### src/rtl/smp_bus_arbiter.sv
// rtl/smp_bus_arbiter.sv - round-robin owner arbiter for the shared SMP bus
module smp_bus_arbiter #(
  parameter int NUM_CORES = 4,
  parameter int DATA_W    = 32,
  parameter int HOLD_MAX  = 8,
  localparam int ID_W     = $clog2(NUM_CORES),
  localparam int CNT_W    = $clog2(HOLD_MAX + 1)
) (
  input  logic                        clk,
  input  logic                        reset,
  input  logic [NUM_CORES-1:0]        core_req,
  input  logic [NUM_CORES-1:0]        core_rw,
  input  logic [NUM_CORES*DATA_W-1:0] core_data,
  input  logic [NUM_CORES-1:0]        core_done,
  input  logic                        bus_grant,
  output logic                        bus_request,
  output logic                        bus_rw_req,
  output logic [DATA_W-1:0]           bus_data_in,
  output logic [NUM_CORES-1:0]        core_grant,
  output logic [ID_W-1:0]             owner_id,
  output logic                        timeout
);

  typedef enum logic [1:0] {IDLE, REQ, OWN, RELEASE} state_t;

  state_t                state_q, state_d;
  logic [ID_W-1:0]       owner_q, owner_d;
  logic [ID_W-1:0]       prev_owner_q, prev_owner_d;
  logic [CNT_W-1:0]      cnt_q, cnt_d;
  logic                  req_q, req_d;
  logic                  rw_q, rw_d;
  logic [DATA_W-1:0]     data_q, data_d;
  logic [NUM_CORES-1:0]  grant_q, grant_d;
  logic                  timeout_q, timeout_d;

  logic [DATA_W-1:0]     data_arr [NUM_CORES];
  logic [ID_W-1:0]       win;
  logic                  done_hit, req_drop, limit_hit;

  // Per-core data slices as an array so the owner can be selected by index
  for (genvar i = 0; i < NUM_CORES; i++) begin : g_slice
    assign data_arr[i] = core_data[i*DATA_W +: DATA_W];
  end

  // First requesting core strictly after the last owner, wrapping around
  function automatic logic [ID_W-1:0] next_owner(input logic [NUM_CORES-1:0] req,
                                                 input logic [ID_W-1:0] last);
    logic [ID_W-1:0] pick;
    int              idx;
    pick = last;
    for (int k = NUM_CORES; k >= 1; k--) begin
      idx = (int'(last) + k) % NUM_CORES;
      if (req[ID_W'(idx)]) pick = ID_W'(idx);
    end
    return pick;
  endfunction

  // Next-state and next-output computation for the ownership FSM
  always_comb begin
    state_d      = state_q;
    owner_d      = owner_q;
    prev_owner_d = prev_owner_q;
    cnt_d        = cnt_q;
    req_d        = req_q;
    rw_d         = rw_q;
    data_d       = data_q;
    grant_d      = grant_q;
    timeout_d    = 1'b0;
    win          = next_owner(core_req, owner_q);
    done_hit     = core_done[owner_q];
    req_drop     = !core_req[owner_q];
    limit_hit    = (cnt_q == CNT_W'(HOLD_MAX - 1));
    case (state_q)
      IDLE: begin
        if (|core_req) begin
          prev_owner_d = owner_q;
          owner_d      = win;
          req_d        = 1'b1;
          rw_d         = core_rw[win];
          data_d       = data_arr[win];
          state_d      = REQ;
        end
      end
      REQ: begin
        rw_d   = core_rw[owner_q];
        data_d = data_arr[owner_q];
        if (bus_grant) begin
          grant_d = NUM_CORES'(1) << owner_q;
          cnt_d   = '0;
          state_d = OWN;
        end else if (req_drop) begin
          // Aborted request does not consume the core's turn
          req_d   = 1'b0;
          owner_d = prev_owner_q;
          state_d = IDLE;
        end
      end
      OWN: begin
        rw_d   = core_rw[owner_q];
        data_d = data_arr[owner_q];
        if (done_hit || req_drop || limit_hit) begin
          req_d     = 1'b0;
          grant_d   = '0;
          timeout_d = limit_hit && !done_hit && !req_drop;
          state_d   = RELEASE;
        end else begin
          cnt_d = (cnt_q == CNT_W'(HOLD_MAX)) ? cnt_q : cnt_q + CNT_W'(1);
        end
      end
      RELEASE: state_d = IDLE;
      default: state_d = IDLE;
    endcase
  end

  // State and registered outputs, cleared by synchronous active-low reset
  always_ff @(posedge clk) begin
    if (!reset) begin
      state_q      <= IDLE;
      owner_q      <= ID_W'(NUM_CORES - 1);
      prev_owner_q <= ID_W'(NUM_CORES - 1);
      cnt_q        <= '0;
      req_q        <= 1'b0;
      rw_q         <= 1'b0;
      data_q       <= '0;
      grant_q      <= '0;
      timeout_q    <= 1'b0;
    end else begin
      state_q      <= state_d;
      owner_q      <= owner_d;
      prev_owner_q <= prev_owner_d;
      cnt_q        <= cnt_d;
      req_q        <= req_d;
      rw_q         <= rw_d;
      data_q       <= data_d;
      grant_q      <= grant_d;
      timeout_q    <= timeout_d;
    end
  end

  assign bus_request = req_q;
  assign bus_rw_req  = rw_q;
  assign bus_data_in = data_q;
  assign core_grant  = grant_q;
  assign owner_id    = owner_q;
  assign timeout     = timeout_q;

endmodule

### config.mk
export PLATFORM = sky130hd
export DESIGN_NAME = smp_bus_arbiter
export DESIGN_NICKNAME = d
export VERILOG_FILES = /design/src/rtl/smp_bus_arbiter.sv
export SDC_FILE = /design/constraint.sdc
export NUM_CORES = 1
export LEC_CHECK = 0
export CAP_MARGIN = 20
export CORE_UTILIZATION = 45
export CTS_BUF_LIST = sky130_fd_sc_hd__clkbuf_8
export CTS_CLUSTER_SIZE = 14
export DETAILED_ROUTE_END_ITERATION = 10
export PLACE_DENSITY = 0.78
export REMOVE_ABC_BUFFERS = 1
export SLEW_MARGIN = 20
export SYNTH_ARGS = -nofsm -noshare
export SYNTH_HDL_FRONTEND = slang
export SYNTH_SLANG_ARGS = --single-unit
### constraint.sdc
create_clock -name clk -period 8.15 [get_ports clk]
set_input_delay 1.63 -clock clk [delete_from_list [all_inputs] [get_ports clk]]
set_output_delay 1.63 -clock clk [all_outputs]
set_load 0.005 [all_outputs]
==> impl_results.rst <==
.. list-table::
   :header-rows: 1

   * - Metric
     - Value
   * - Run status
     - complete, no violations
   * - Routability congestion estimate
     - about 0.85
   * - Vias
     - 6350
   * - Via count of the first global-routing pass
     - 6535
   * - Number of cells upsized or downsized after cts
     - 0
   * - Max-cap check violation count
     - 0
   * - Hold-fix buffers, CTS
     - 0
   * - Worst Tran Pin Value
     - 1110 ps
   * - Final setup viols
     - 0
   * - Category of the most critical setup path
     - register to register
   * - Clock transition at the registers of the reported paths
     - 110 ps
   * - First-pass GRT wire length
     - between 30000 and 40000 um
   * - Category of the worst setup path launch point
     - register
   * - Source of the critical timing path
     - owner_id[0]
   * - Min-Delay Path Depth
     - 2
   * - Io pins
     - approximately 180
   * - Power density relative to cell area
     - approximately 320 nW/um^2
   * - Shortest clock period the worst path allows after layout
     - 5970 ps
   * - Total of buffers placed on input and output ports
     - about 180
   * - Detail-routed via count per cell
     - about 6.7
   * - Root buf cell
     - clkbuf_8
   * - Initial cell density of the core
     - 0.466
   * - Worst-Skew Late Latency
     - about 320 ps
   * - Layout area overhead
     - 31.3%
   * - Number of diodes added for antenna fixing
     - 0
   * - Routed wire length
     - between 15000 and 20000 um
   * - End point of the most critical hold path
     - prev_owner_q[0]
   * - Tightest slew margin relative to the limit
     - 0.259
   * - Fillers
     - 1065
   * - Maximum operating frequency
     - between 150 and 200 MHz
   * - DRT iter0 DRCs
     - between 500 and 600
   * - Flop-to-flop setup slack
     - ~2200 ps
   * - Critical path endpoint category
     - register
   * - Overall Global Routing Usage
     - 0.295
   * - Lkg Pwr
     - between 2 and 3 nW
   * - Number of hold violations in the final report
     - 0
   * - Longest Clk Path Bufs
     - 2
   * - Number of flops mapped to enable cells by yosys
     - 0
   * - Post-DP HPWL
     - 12400 um
   * - Initial antenna violation count
     - 0
   * - Count of pins over their slew limit
     - 0
   * - Crit path required time
     - approximately 8400 ps
   * - Fraction of registers with async set/reset
     - 0
   * - Clock tree from TritonCTS
     - yes
   * - Final hold slack
     - 495 ps
   * - Number of buffers added by the clock tree synthesis step
     - 5
   * - Die boundary width
     - roughly 120 um
   * - R2R cell count
     - 9
   * - Post-synthesis area per instance
     - ~9 sq um
   * - Total setup buffers inserted after CTS
     - 0
   * - Final Cycle Share
     - 0.733
   * - Maximum number of pins on one net before global-route repair
     - a little over 80
   * - H-tree lvl count
     - 2
   * - Sum of negative setup slack
     - 0 ps
   * - Wirelength per Cell
     - between 20 and 25 um
   * - Post-synthesis cell count
     - 664
   * - Sequential share of the synthesized area
     - 0.165
   * - RR Endpoint
     - bus_data_in[6]
   * - Area of the die
     - 13700 sq um
   * - Total congestion overflow after global routing
     - 0
   * - FP Rows
     - between 40 and 50
   * - Placed Instances
     - roughly 940
   * - Setup Skew
     - roughly 11 ps
   * - Leading register cell type out of synthesis
     - dfxtp_1
   * - Data arrival time at the worst-slack endpoint
     - a little over 6000 ps
   * - Num Clock Sinks
     - ~50
   * - Worst min path class
     - register to register
   * - # nets final
     - just over 900
   * - Antenna-violating nets left
     - 0
   * - Number of remaining DRC errors
     - 0
   * - Number of warning messages in the yosys log
     - 0
   * - Maximum resistive drop on vdd
     - approximately 0.16 mV
   * - Number of search-and-repair iterations in the first detailed-routing pass
     - 5
   * - Synth cell types
     - 46
   * - Worst Min Path Start
     - prev_owner_q[0]
   * - Finished Layout Cells
     - roughly 950
   * - Layout cell share with drive strength beyond 1
     - 0.125
   * - Yosys reg bits
     - a little under 50
   * - Post-route cell area
     - slightly below 8000 sq um
   * - Area of the core
     - ~13000 sq um
   * - Setup repair after global routing missed its margin
     - false
   * - Area after DPL
     - around 7700 sq um
   * - Crit-path max FO
     - 82
   * - Worst reg2reg startpoint
     - owner_id[0]
   * - Post-synthesis cell area
     - 5950 sq um
   * - Die height
     - 117 um
## cell usage in the layout (no fill, tap or decap), drive strengths merged, types with 3 or more instances in the layout
master         count
clkbuf             5
clkinv             3
o211ai             5
ha                11
nand3             34
o21ai              5
a211oi            66
nand2             46
mux2              33
a21oi             38
o31a              32
nor2              45
nor3b             32
buf                9
clkdlybuf4s50    182
nor3               3
nand2b             6
mux4              37
inv                7
dfxtp             49
o2111ai           33
a41o              33
a22oi              4
mux2i             40
## synthesized netlist by cell type, types with 2 or more instances
master | n | area (sq um)
clkbuf_1 | 64 | 240
dfxtp_1 | 49 | 981
nand2_1 | 45 | 169
nor2_1 | 45 | 169
mux2i_1 | 40 | 400
a21oi_1 | 37 | 185
mux4_2 | 37 | 833
a211oi_1 | 36 | 270
nand3_1 | 34 | 170
a41o_1 | 33 | 330
mux2_1 | 33 | 372
o2111ai_1 | 33 | 289
nor3b_1 | 32 | 240
o31a_1 | 32 | 280
a211oi_2 | 30 | 375
ha_1 | 11 | 138
buf_2 | 9 | 45.0
inv_1 | 7 | 26.3
buf_6 | 6 | 67.6
nand2b_1 | 6 | 37.5
o211ai_1 | 5 | 37.5
a22oi_1 | 4 | 30.0
buf_4 | 4 | 30.0
o21ai_0 | 4 | 20.0
nor3_1 | 3 | 15.0
and3b_1 | 2 | 17.5
nand4_1 | 2 | 12.5
o21a_1 | 2 | 15.0
xor2_1 | 2 | 17.5
## logic make-up (layout without fill, tap and decap cells)
group           Yosys count  in the layout  share of synthesized area
fa+ha+maj                11             11                     0.0231
flops                    49             49                      0.165
xor+xnor                  3              3                    0.00442
buf+inv                  92            207                     0.0700
simple gates            177            177                      0.150
compound gates          222            222                      0.318
mux                     110            110                      0.270
## power by group
part	switching, W	internal, W
clock	0.0000968	0.0000903
combinational	0.000928	0.000840
sequential	0.000173	0.000341
## sequential cells by signal, summed over array words and instances, names as in the netlist, named ones only
| signal | count |
|---|---|
| bus_data_in | 32 |
| cnt_q | 4 |
| core_grant | 4 |
| owner_id | 2 |
| prev_owner_q | 2 |
| bus_request | 1 |
| bus_rw_req | 1 |
| state_q | 1 |
| timeout | 1 |
## worst max path at each step
stage / to / slack, ps / cells past startpoint
after floorplan: bus_data_in[30] / 220 / 7
after global placement: bus_data_in[12] / 2880 / 10
after detailed placement: bus_data_in[26] / 2670 / 9
after CTS: bus_data_in[6] / 2650 / 9
after global routing: bus_data_in[9] / 1790 / 9
final: bus_data_in[6] / 2180 / 9
## area by class of cell
cell class	count	area (sq um)	share of cell area
Clock buffer	5	68.8	0.00881
Clock inverter	3	38.8	0.00496
Inverter	8	33.8	0.00432
Multi-Input combinational cell	523	4580	0.586
Sequential cell	49	988	0.127
Tap cell	172	215	0.0275
Timing Repair Buffer	191	1890	0.241
## metal layers
metal  track usage  part of all wire
met5             0                 0
met1         0.372              0.42
met3        0.0391             0.071
met4         0.131             0.022
met2         0.505              0.48
## critical path, cell delays in order (launching register included)
cell and delay (ps):
dfxtp_4 1100, clkinv_2 1100, ha_1 850, mux4_2 360, nand2b_2 80, buf_4 560
nand2_2 780, mux2_1 560, a211oi_1 360, a211oi_2 60
## stage by stage
step           setup slack [ps]  total power [W]   util
2_1_floorplan               220          0.00164      -
3_3_place_gp               2880          0.00221  0.603
3_5_place_dp               2670          0.00227  0.603
4_1_cts                    2650          0.00246  0.612
5_1_grt                    1790          0.00263  0.612
6_report                   2180          0.00247  0.612
(Power assumes the default switching activity.)
